File: src/rtl/f1_pkg.sv
// Shared types and constants for the F1 start-light blocks.
package f1_pkg;
    localparam int LFSR_W    = 7;
    localparam int LFSR_TAPA = 6;
    localparam int LFSR_TAPB = 2;
    localparam int DELAY_W   = 8;

    typedef enum logic [1:0] {
        IDLE  = 2'd0,
        LOAD  = 2'd1,
        COUNT = 2'd2,
        DONE  = 2'd3
    } delay_state_e;

    // Light-bar state used by the upstream sequencer.
    typedef enum logic [2:0] {
        LIGHTS_OFF = 3'd0,
        LIGHTS_1   = 3'd1,
        LIGHTS_2   = 3'd2,
        LIGHTS_3   = 3'd3,
        LIGHTS_4   = 3'd4,
        LIGHTS_5   = 3'd5,
        LIGHTS_OUT = 3'd6
    } light_state_e;
endpackage

File: src/rtl/f1_lfsr7.sv
// Free-running 7-bit Fibonacci LFSR, x^7+x^3+1, period 127.
module f1_lfsr7
    import f1_pkg::*;
#(
    parameter logic [LFSR_W-1:0] SEED = 7'h01
) (
    input  logic              clk,
    input  logic              rst,
    output logic [LFSR_W-1:0] q
);
    logic [LFSR_W-1:0] lfsr_q, lfsr_d;

    assign lfsr_d = {lfsr_q[LFSR_W-2:0], lfsr_q[LFSR_TAPA] ^ lfsr_q[LFSR_TAPB]};

    always_ff @(posedge clk or posedge rst) begin
        if (rst) lfsr_q <= SEED;
        else     lfsr_q <= lfsr_d;
    end

    assign q = lfsr_q;
endmodule

File: src/rtl/f1_random_delay.sv
// Random hold between lights-on and lights-out: captures the LFSR at trigger,
// counts that many timebase ticks, then pulses time_out for one cycle.
module f1_random_delay
    import f1_pkg::*;
#(
    parameter logic [LFSR_W-1:0] LFSR_SEED = 7'h01,
    parameter int unsigned       MIN_DELAY = 0
) (
    input  logic               clk,
    input  logic               rst,
    input  logic               en,
    input  logic               trigger,
    input  logic               abort,
    output logic               time_out,
    output logic               busy,
    output logic [DELAY_W-1:0] delay_len,
    output logic [LFSR_W-1:0]  lfsr_out
);
    logic [LFSR_W-1:0]  lfsr_val;
    delay_state_e       state_q, state_d;
    logic [DELAY_W-1:0] count_q, count_d;
    logic [DELAY_W-1:0] delay_q, delay_d;
    logic               time_out_q, time_out_d;
    logic               busy_q, busy_d;

    f1_lfsr7 #(.SEED(LFSR_SEED)) u_lfsr (
        .clk (clk),
        .rst (rst),
        .q   (lfsr_val)
    );

    always_comb begin
        state_d = state_q;
        count_d = count_q;
        delay_d = delay_q;
        unique case (state_q)
            IDLE: begin
                if (trigger) begin
                    state_d = LOAD;
                    delay_d = {1'b0, lfsr_val} + DELAY_W'(MIN_DELAY);
                end
            end
            LOAD: begin
                if (abort) begin
                    state_d = IDLE;
                end else begin
                    count_d = delay_q;
                    state_d = COUNT;
                end
            end
            COUNT: begin
                // Abort wins over a tick that would finish the count.
                if (abort)                        state_d = IDLE;
                else if (en && count_q == 8'd1)   state_d = DONE;
                else if (en)                      count_d = count_q - 8'd1;
            end
            DONE:    state_d = IDLE;
            default: state_d = IDLE;
        endcase
    end

    // Outputs are registered from the next state so they line up with it.
    assign time_out_d = (state_d == DONE);
    assign busy_d     = (state_d == LOAD) || (state_d == COUNT);

    always_ff @(posedge clk or posedge rst) begin
        if (rst) begin
            state_q    <= IDLE;
            count_q    <= '0;
            delay_q    <= '0;
            time_out_q <= 1'b0;
            busy_q     <= 1'b0;
        end else begin
            state_q    <= state_d;
            count_q    <= count_d;
            delay_q    <= delay_d;
            time_out_q <= time_out_d;
            busy_q     <= busy_d;
        end
    end

    assign time_out  = time_out_q;
    assign busy      = busy_q;
    assign delay_len = delay_q;
    assign lfsr_out  = lfsr_val;
endmodule

File: config.mk
export PLATFORM = sky130hd
export DESIGN_NAME = f1_random_delay
export DESIGN_NICKNAME = d
export VERILOG_FILES = /design/src/rtl/f1_pkg.sv /design/src/rtl/f1_lfsr7.sv /design/src/rtl/f1_random_delay.sv
export SDC_FILE = /design/constraint.sdc
export NUM_CORES = 1
export LEC_CHECK = 0
export ABC_AREA = 1
export BUFFER_PORTS_ARGS = -buffer_cell sky130_fd_sc_hd__buf_4
export CELL_PAD_IN_SITES_DETAIL_PLACEMENT = 1
export CELL_PAD_IN_SITES_GLOBAL_PLACEMENT = 2
export CORE_AREA = 2 2 61 74
export DETAILED_ROUTE_END_ITERATION = 16
export DIE_AREA = 0 0 63 76
export PLACE_DENSITY_LB_ADDON = 0.12
export SLEW_MARGIN = 20
export SYNTH_ARGS = -nofsm -noshare
export SYNTH_HDL_FRONTEND = slang
export SYNTH_HIERARCHICAL = 1
export SYNTH_SLANG_ARGS = --single-unit
File: constraint.sdc
create_clock -name clk -period 1.8 [get_ports clk]
set_input_delay 0.36 -clock clk [delete_from_list [all_inputs] [get_ports clk]]
set_output_delay 0.36 -clock clk [all_outputs]
set_load 0.02 [all_outputs]
==> results of run 1 <==
-- stage by stage --
stage / instances / power, mW / util, %
final: 219 / 1.72 / 36.1
after global routing: 219 / 1.87 / 36.1
after CTS: 219 / 1.76 / 36.1
after detailed placement: 215 / 1.38 / 34.7
after global placement: 215 / 1.36 / 34.7
after floorplan: 145 / 1.20 / -
-- worst max-delay path: cells and delay by family (launching register included) --
family          cells  cell delay (ns)
compound gates      1             0.40
simple gates        2             0.33
flops               1             0.46
fa+ha+maj           1             0.30
-- power by group through the flow --
stage / sequential, mW / combinational, mW / clock (mW)
6_report: 0.757 / 0.591 / 0.376
5_1_grt: 0.771 / 0.684 / 0.417
4_1_cts: 0.760 / 0.611 / 0.393
3_5_place_dp: 0.771 / 0.609 / 0
3_3_place_gp: 0.770 / 0.592 / 0
2_1_floorplan: 0.758 / 0.445 / 0
-- registers in the layout, summed over array words and instances (netlist names) --
signal,count
busy,1
delay_len,7
u_lfsr/q,7
state_q,2
time_out,1
count_q,8
-- worst max-delay path by stage --
stage | cells past startpoint | slack [ns] | end
6_report | 4 | 0.21 | busy$_DFF_PP0_
3_5_place_dp | 4 | 0.22 | busy$_DFF_PP0_
5_1_grt | 7 | 0.07 | busy$_DFF_PP0_
2_1_floorplan | 7 | 0.45 | busy$_DFF_PP0_
4_1_cts | 4 | 0.19 | busy$_DFF_PP0_
3_3_place_gp | 4 | 0.24 | busy$_DFF_PP0_
-- synth_stat cells (all sizes together) --
| master | instances |
|---|---|
| conb | 1 |
| inv | 18 |
| dfrtp | 25 |
| ha | 3 |
| nand3 | 12 |
| a21oi | 2 |
| o31ai | 1 |
| buf | 9 |
| mux2 | 6 |
| a21o | 1 |
| o21ai | 5 |
| nand2 | 45 |
| xor2 | 1 |
| nor2 | 12 |
| nand4 | 2 |
| o21bai | 1 |
| dfstp | 1 |
-- final cells by class --
class / instances / area [µm²]
Clock buffer: 4 / 55.1
Fill cell: 500 / 2640
Inverter: 18 / 67.6
Multi-Input combinational cell: 92 / 473
Sequential cell: 26 / 652
Tap cell: 56 / 70.1
Timing Repair Buffer: 23 / 173
-- routing by layer --
metal,global-route usage (%),up-vias
met5,0,-
met4,4.44,0
met3,2.36,6
met2,19.8,13
met1,15.4,455
li1,-,486
-- kinds of logic after synthesis --
logic type / after synthesis / synth area share, %
compound gates: 10 / 4.66
simple gates: 71 / 23.5
buf+inv: 27 / 10.8
mux: 6 / 5.36
xor+xnor: 1 / 0.695
flops: 26 / 51.7
fa+ha+maj: 3 / 2.98
other cells: 1 / 0.297
==> flow_metrics.tcl, run 1 <==
set metrics [dict create \
    status "completed" \
    top_layer "met4" \
    dieArea_um2 4790 \
    grt.total_usage_pct 12.0 \
    insertion_delay_ns 0.27 \
    antenna_cells 0 \
    postCtsSetupBuffers 0 \
    core_um2 4130 \
    clkTransAtPathRegs_ns 0.09 \
    synth_top_cell_area_share_pct 49.6 \
    slowest_delay_ns 0.46 \
    wl_met1_mm 1.25 \
    cts_buffers 3 \
    reg2reg_to "busy$_DFF_PP0_" \
    fp.dieW_um 63 \
    swShare_pct 36.9 \
    drc_errors 0 \
    drive_gt1_share_pct 23.3 \
    switchingPower_mw 0.636 \
    port_buffers 20 \
    r2r_slack_ns 0.21 \
    via_per_inst 4.38 \
    fin_area_um2 1490 \
    max_freq_mhz 627 \
    wl_met2_mm 1.40 \
    grt_pass1_vias 983 \
    drv_slew 0 \
    rows 26 \
    synth-seq-cells 26 \
    hold_class "in2async" \
    p_seq_share_pct 43.9 \
    leakage_nw 0.813 \
    routed_wl_mm 2.76 \
    cts_tree "built" \
    power.density_nw_per_um2 1160 \
    peakVddDrop_mv 0.401 \
    first_pass_iters 4 \
    gp_congestion 0.790 \
    setup_viol 0 \
    yosysSeqAreaShare_pct 51.7 \
    crit_start "count_q[3]$_DFFE_PP0P_" \
    h-tree-depth 1 \
    dp_hpwl_mm 2.22 \
    combPwrFrac_pct 34.3 \
    finClkSkew_ns 0.00110 \
    met3WireLength_um 50 \
    fin_crit_sh_pct 88.6 \
    area_delta_synth_final_pct 18.2 \
    final_cell_mix "44 x nand2_1, 25 x dfrtp_1, 23 x buf_4, 18 x inv_1" \
    setup_ws_ns 0.205 \
    cp_slowest_cell "dfrtp_1" \
    drv_cap 0 \
    synth_top_area_cell "dfrtp_1" \
    via_count 960 \
    yosys_warnings 6 \
    pin_count 22 \
    ant_nets 0 \
    setup_tns_ns 0 \
    critPathRequiredTime_ns 1.96 \
    grt_setup_unrepaired "no" \
    die_h_um 76 \
    place_ws_ns 0.219 \
    synth.avg_cell_area_um2 8.70 \
    reg2reg_from "count_q[3]$_DFFE_PP0P_" \
    clkSinkCount 26 \
    overflow 0 \
    netlist_instances 145 \
    antenna_found_initial 0 \
    crit_type "reg2reg" \
    grt_max_degree 20 \
    drt_iter0_markers 17 \
    hold_violations 0 \
    critPathLaunchType "flop" \
    hold_buffers 0 \
    post_cts_resize_count 0 \
    yosysUniqueCellTypes 22 \
    synth_area_leaders "dfrtp_1 50%, nand2_1 13%, inv_1 5.4%" \
    syn-num-nets 153 \
    fin_nets 172 \
    syn-cell-area_um2 1260 \
    power.internal_mw 1.09 \
    clockRootBuffer "clkbuf_8" \
    routedWlPerCell_um 12.6 \
    min_period_ns 1.59 \
    p_clk_share_pct 21.8 \
    critPathCaptureType "flop" \
    clockBufferDepth 2 \
    grt_first_pass_wirelength_mm 4.55 \
    arrival_ns 1.75 \
    placed_area_um2 1440 \
    crit_path_max_fanout 5 \
    whs_ns 0.0121 \
    final_common_cell "nand2_1" \
    start_util_pct 30.5 \
    reg2reg_depth 4 \
    cp_cell_sequence "nor2_2 -> nand2_1 -> o31ai_1 -> ha_1" \
]
Power figures use the tool's default switching activity.
==> run 2: changes to the inputs <==
HOLD_SLACK_MARGIN = 0.12   (was unset)
==> run 2 against run 1 <==
  * Via count increased by 0.73%
  * Total power grew 0.15%
  * Critical path depth unchanged
  * Die area unchanged
  * Clock skew barely moved
  * Sequential share of layout area shrank 0.29 points
==> flow_metrics.tcl, run 2 (synthesis results as in run 1) <==
set metrics [dict create \
    reg2reg_from "count_q[3]$_DFFE_PP0P_" \
    dieArea_um2 4790 \
    power.internal_mw 1.09 \
    routed_wl_mm 2.77 \
    fin_crit_sh_pct 88.6 \
    drv_slew 0 \
    largest_register_ffs 8 \
    die_h_um 76 \
    power.density_nw_per_um2 1150 \
    antenna_cells 0 \
    p_clk_share_pct 21.8 \
    status "completed" \
    ant_nets 0 \
    clockRootBuffer "clkbuf_8" \
    finClkSkew_ns 0.000814 \
    drive_gt1_share_pct 23.2 \
    critPathLaunchType "flop" \
    fin_util_pct 36.3 \
    overflow 0 \
    grt_setup_unrepaired "no" \
    grt_first_pass_wirelength_mm 4.55 \
    slowest_delay_ns 0.46 \
    insertion_delay_ns 0.27 \
    final_common_cell "nand2_1" \
    fin_nets 173 \
    routedWlPerCell_um 12.6 \
    gp_congestion 0.790 \
    largest_register "count_q" \
    dp_cells 215 \
    reg2reg_to "busy$_DFF_PP0_" \
    swShare_pct 36.9 \
    setup_tns_ns 0 \
    arrival_ns 1.76 \
    p_seq_share_pct 43.9 \
    min_to "u_lfsr/q[4]$_DFF_PP0_" \
    area_delta_synth_final_pct 18.9 \
    first_pass_iters 4 \
    hold_start "u_lfsr/q[3]$_DFF_PP0_" \
    clkSinkCount 26 \
    core_um2 4130 \
    via_per_inst 4.40 \
    combPwrFrac_pct 34.3 \
    crit_path_max_fanout 5 \
    antenna_found_initial 0 \
    grt.total_usage_pct 12.0 \
    critPathCaptureType "flop" \
    holdPathStages 0 \
    reg2reg_depth 4 \
    min_period_ns 1.59 \
    cp_cell_sequence "nor2_2 -> nand2_1 -> o31ai_1 -> ha_1" \
    hold_violations 0 \
    cp_slowest_cell "dfrtp_1" \
    critPathRequiredTime_ns 1.96 \
    clockBufferDepth 2 \
    drv_cap 0 \
    hold_class "reg2reg" \
    peakVddDrop_mv 0.401 \
    port_buffers 20 \
    grt_max_degree 20 \
    fill_cells 499 \
    drt_iter0_markers 17 \
    clkTransAtPathRegs_ns 0.09 \
    finalNonFillerCells 220 \
    cts_buffers 3 \
    via_count 967 \
    leakage_nw 0.817 \
    fp.dieW_um 63 \
    crit_family "flip-flops" \
    r2r_slack_ns 0.21 \
    setup_viol 0 \
    cts_tree "built" \
    rows 26 \
    critPathBufInv 0 \
    crit_type "reg2reg" \
    pin_count 22 \
    switchingPower_mw 0.637 \
    drc_errors 0 \
    start_util_pct 30.5 \
    h-tree-depth 1 \
    grt_pass1_vias 983 \
    max_freq_mhz 627 \
    dp_hpwl_mm 2.22 \
    final_cell_mix "44 x nand2_1, 25 x dfrtp_1, 23 x buf_4, 18 x inv_1" \
]
[run 2: cell types whose count changed in the layout (fill, tap and decap cells not counted)]
cell	before	now
dlygate4sd3_1	0	1
[run 2: metal layers]
layer	vias to the layer above	routed length, µm	GRT usage, %
met5	-	0	0
met4	0	59	4.44
met3	6	56	2.36
met2	15	1400	19.8
met1	458	1250	15.4
li1	488	-	-
[run 2: how the worst max path moves through the flow]
stage | from | end | slack (ns) | cells past startpoint
2_1_floorplan | count_q[1]$_DFFE_PP0P_ | busy$_DFF_PP0_ | 0.45 | 7
3_3_place_gp | count_q[3]$_DFFE_PP0P_ | busy$_DFF_PP0_ | 0.24 | 4
3_5_place_dp | count_q[3]$_DFFE_PP0P_ | busy$_DFF_PP0_ | 0.22 | 4
4_1_cts | count_q[3]$_DFFE_PP0P_ | busy$_DFF_PP0_ | 0.19 | 4
5_1_grt | count_q[1]$_DFFE_PP0P_ | busy$_DFF_PP0_ | 0.07 | 7
6_report | count_q[3]$_DFFE_PP0P_ | busy$_DFF_PP0_ | 0.21 | 4
[run 2: stage by stage]
stage	power [mW]	area (µm²)	hold WS, ns	setup slack, ns
6_report	1.73	1500	0.413	0.205
5_1_grt	1.87	1500	0.429	0.0711
4_1_cts	1.76	1500	0.419	0.193
3_5_place_dp	1.38	1440	0.319	0.219
3_3_place_gp	1.36	1440	0.311	0.244
2_1_floorplan	1.20	1260	0.163	0.445
[run 2: area by class of cell]
type                    count  area (µm²)  share of cell area, %
clock buffers               4        55.1                   3.67
inverters                  18        67.6                   4.50
multi-input cells          92         473                   31.5
flip-flops and latches     26         652                   43.5
well taps                  56        70.1                   4.67
repair buffers             24         183                   12.2
[run 2: power groups by stage]
| stage | sequential (mW) | combinational, mW | clock (mW) |
|---|---|---|---|
| after global routing | 0.771 | 0.686 | 0.417 |
| after global placement | 0.770 | 0.592 | 0 |
| after detailed placement | 0.771 | 0.609 | 0 |
| after CTS | 0.760 | 0.612 | 0.393 |
| after floorplan | 0.758 | 0.445 | 0 |
| final | 0.757 | 0.592 | 0.377 |
[run 2: timing repair]
item | in CTS | in global routing
setup endpoints to repair | 0 | 0
resized for setup | 0 | 0
buffers inserted | 0 | 0
hold buffers | 1 | 0
endpoints found under the hold margin | 6 | 0
[run 2: worst register-to-register path: stages (launching register included)]
cell     delay, ns
dfrtp_1       0.46
nor2_2        0.22
nand2_1       0.11
o31ai_1       0.40
ha_1          0.30
==> run 3: changes to the inputs <==
SETUP_SLACK_MARGIN = 0.3   (was unset)
==> run 3 against run 2 <==
  * Critical path depth rose by 7
  * Worst setup slack improved by 0.13 ns
  * Maximum frequency increased by 8.6%
  * Sequential share of layout area fell by 2.4 points
  * Final area rose by 6.2%
  * Count of clock-buffer cells in the layout unchanged
  * Core utilization up 2.2 points
  * Sequential power increased by 3%
  * Clock skew is essentially flat
  * Final cell count grew 0.91%
==> flow_metrics.tcl, run 3 (synthesis results as in run 1) <==
set metrics [dict create \
    peakVddDrop_mv 0.419 \
    critPathCaptureType "flop" \
    max_freq_mhz 681 \
    core_um2 4130 \
    drc_errors 0 \
    critPathLaunchType "flop" \
    grt_pass1_vias 989 \
    via_count 986 \
    start_util_pct 30.5 \
    via_per_inst 4.44 \
    drt_iter0_markers 15 \
    finClkSkew_ns 0.000619 \
    cp_slowest_cell "dfrtp_1" \
    p_seq_share_pct 42.2 \
    largest_register "count_q" \
    min_period_ns 1.47 \
    switchingPower_mw 0.711 \
    grt_first_pass_wirelength_mm 4.56 \
    dp_hpwl_mm 2.22 \
    hold_violations 0 \
    final_common_cell "nand2_1" \
    antenna_found_initial 0 \
    clockBufferDepth 2 \
    crit_type "reg2reg" \
    clkSinkCount 26 \
    routedWlPerCell_um 13.2 \
    hold_class "reg2reg" \
    die_h_um 76 \
    gp_congestion 0.790 \
    arrival_ns 1.68 \
    grt.total_usage_pct 12.0 \
    dieArea_um2 4790 \
    cts_buffers 3 \
    pin_count 22 \
    fin_crit_sh_pct 81.6 \
    final_cell_mix "39 x nand2_1, 24 x dfrtp_1, 23 x buf_4, 15 x inv_1, 9 x nand3_1" \
    insertion_delay_ns 0.27 \
    crit_path_max_fanout 5 \
    area_delta_synth_final_pct 26.3 \
    drive_gt1_share_pct 33.7 \
    ant_nets 0 \
    clockRootBuffer "clkbuf_8" \
    routed_wl_mm 2.92 \
    crit_family "simple AND/OR/NAND/NOR gates" \
    dp_cells 215 \
    largest_register_ffs 8 \
    status "completed" \
    p_clk_share_pct 20.4 \
    power.internal_mw 1.13 \
    slowest_delay_ns 0.41 \
    setup_tns_ns 0 \
    setup_viol 0 \
    finalNonFillerCells 222 \
    combPwrFrac_pct 37.4 \
    drv_slew 0 \
    clkTransAtPathRegs_ns 0.09 \
    first_pass_iters 4 \
    port_buffers 20 \
    critPathBufInv 3 \
    swShare_pct 38.7 \
    grt_setup_unrepaired "yes" \
    h-tree-depth 1 \
    antenna_cells 0 \
    grt_max_degree 20 \
    drv_cap 0 \
    overflow 0 \
    leakage_nw 0.830 \
    fin_util_pct 38.6 \
    power_mw 1.84 \
    cp_cell_sequence "inv_2 -> ha_4 -> inv_2 -> nor2_4 -> nand2_2 -> nor2_2 -> nand2_2 -> nand2_4 -> buf_6 -> nand2_1 -> nand2_1" \
    power.density_nw_per_um2 1160 \
    rows 26 \
    cts_tree "built" \
    fp.dieW_um 63 \
    critPathRequiredTime_ns 2.01 \
    fin_nets 175 \
]
run 3: area by class of cell:
| type | count | area, µm² |
|---|---|---|
| Sequential cell | 26 | 653 |
| Multi-Input combinational cell | 93 | 551 |
| Timing Repair Buffer | 25 | 194 |
| Inverter | 18 | 70.1 |
| Clock buffer | 4 | 55.1 |
| Fill cell | 495 | 2540 |
| Tap cell | 56 | 70.1 |
run 3: final timing paths:
| kind | start | slack [ns] | end | depth (start not counted) |
|---|---|---|---|---|
| setup / recovery | count_q[1]$_DFFE_PP0P_ | 0.33 | count_q[6]$_DFFE_PP0P_ | 11 |
| hold / removal | u_lfsr/q[1]$_DFF_PP0_ | 0.41 | u_lfsr/q[2]$_DFF_PP0_ | 0 |
| setup reg to reg | count_q[1]$_DFFE_PP0P_ | 0.33 | count_q[6]$_DFFE_PP0P_ | 11 |
| hold reg to reg | u_lfsr/q[1]$_DFF_PP0_ | 0.41 | u_lfsr/q[2]$_DFF_PP0_ | 0 |
| max in group asynchronous | rst | 0.89 | count_q[0]$_DFFE_PP0P_ | 4 |
| min in group asynchronous | rst | 0.57 | u_lfsr/q[6]$_DFF_PP0_ | 3 |
run 3: what timing repair did:
action | CTS | global route
pin swaps | 0 | 7
hold buffers | 1 | 0
gates resized for setup | 3 | 20
cloned | 0 | 1
endpoints found under the hold margin | 6 | 0
endpoints found under the setup margin | 2 | 7
setup buffers | 0 | 1
run 3: power groups by stage:
stage	clock, mW	sequential [mW]	combinational, mW
2_1_floorplan	0	0.758	0.445
3_3_place_gp	0	0.770	0.592
3_5_place_dp	0	0.771	0.609
4_1_cts	0.393	0.766	0.627
5_1_grt	0.414	0.791	0.776
6_report	0.376	0.776	0.688
run 3: routing by layer:
layer  track usage (%)  wire length, µm  up-vias
li1                  -                -      492
met1              15.4             1290      475
met2              19.9             1520       13
met3              2.36               49        6
met4              4.44               59        0
met5                 0                0        -
run 3: through the flow:
stage               setup WS, ns  hold slack, ns  cell area, µm²
detailed placement         0.219           0.319            1440
global placement           0.244           0.311            1440
floorplan                  0.445           0.163            1260
CTS                        0.314           0.419            1520
global route               0.216           0.428            1590
finish                     0.331           0.413            1590
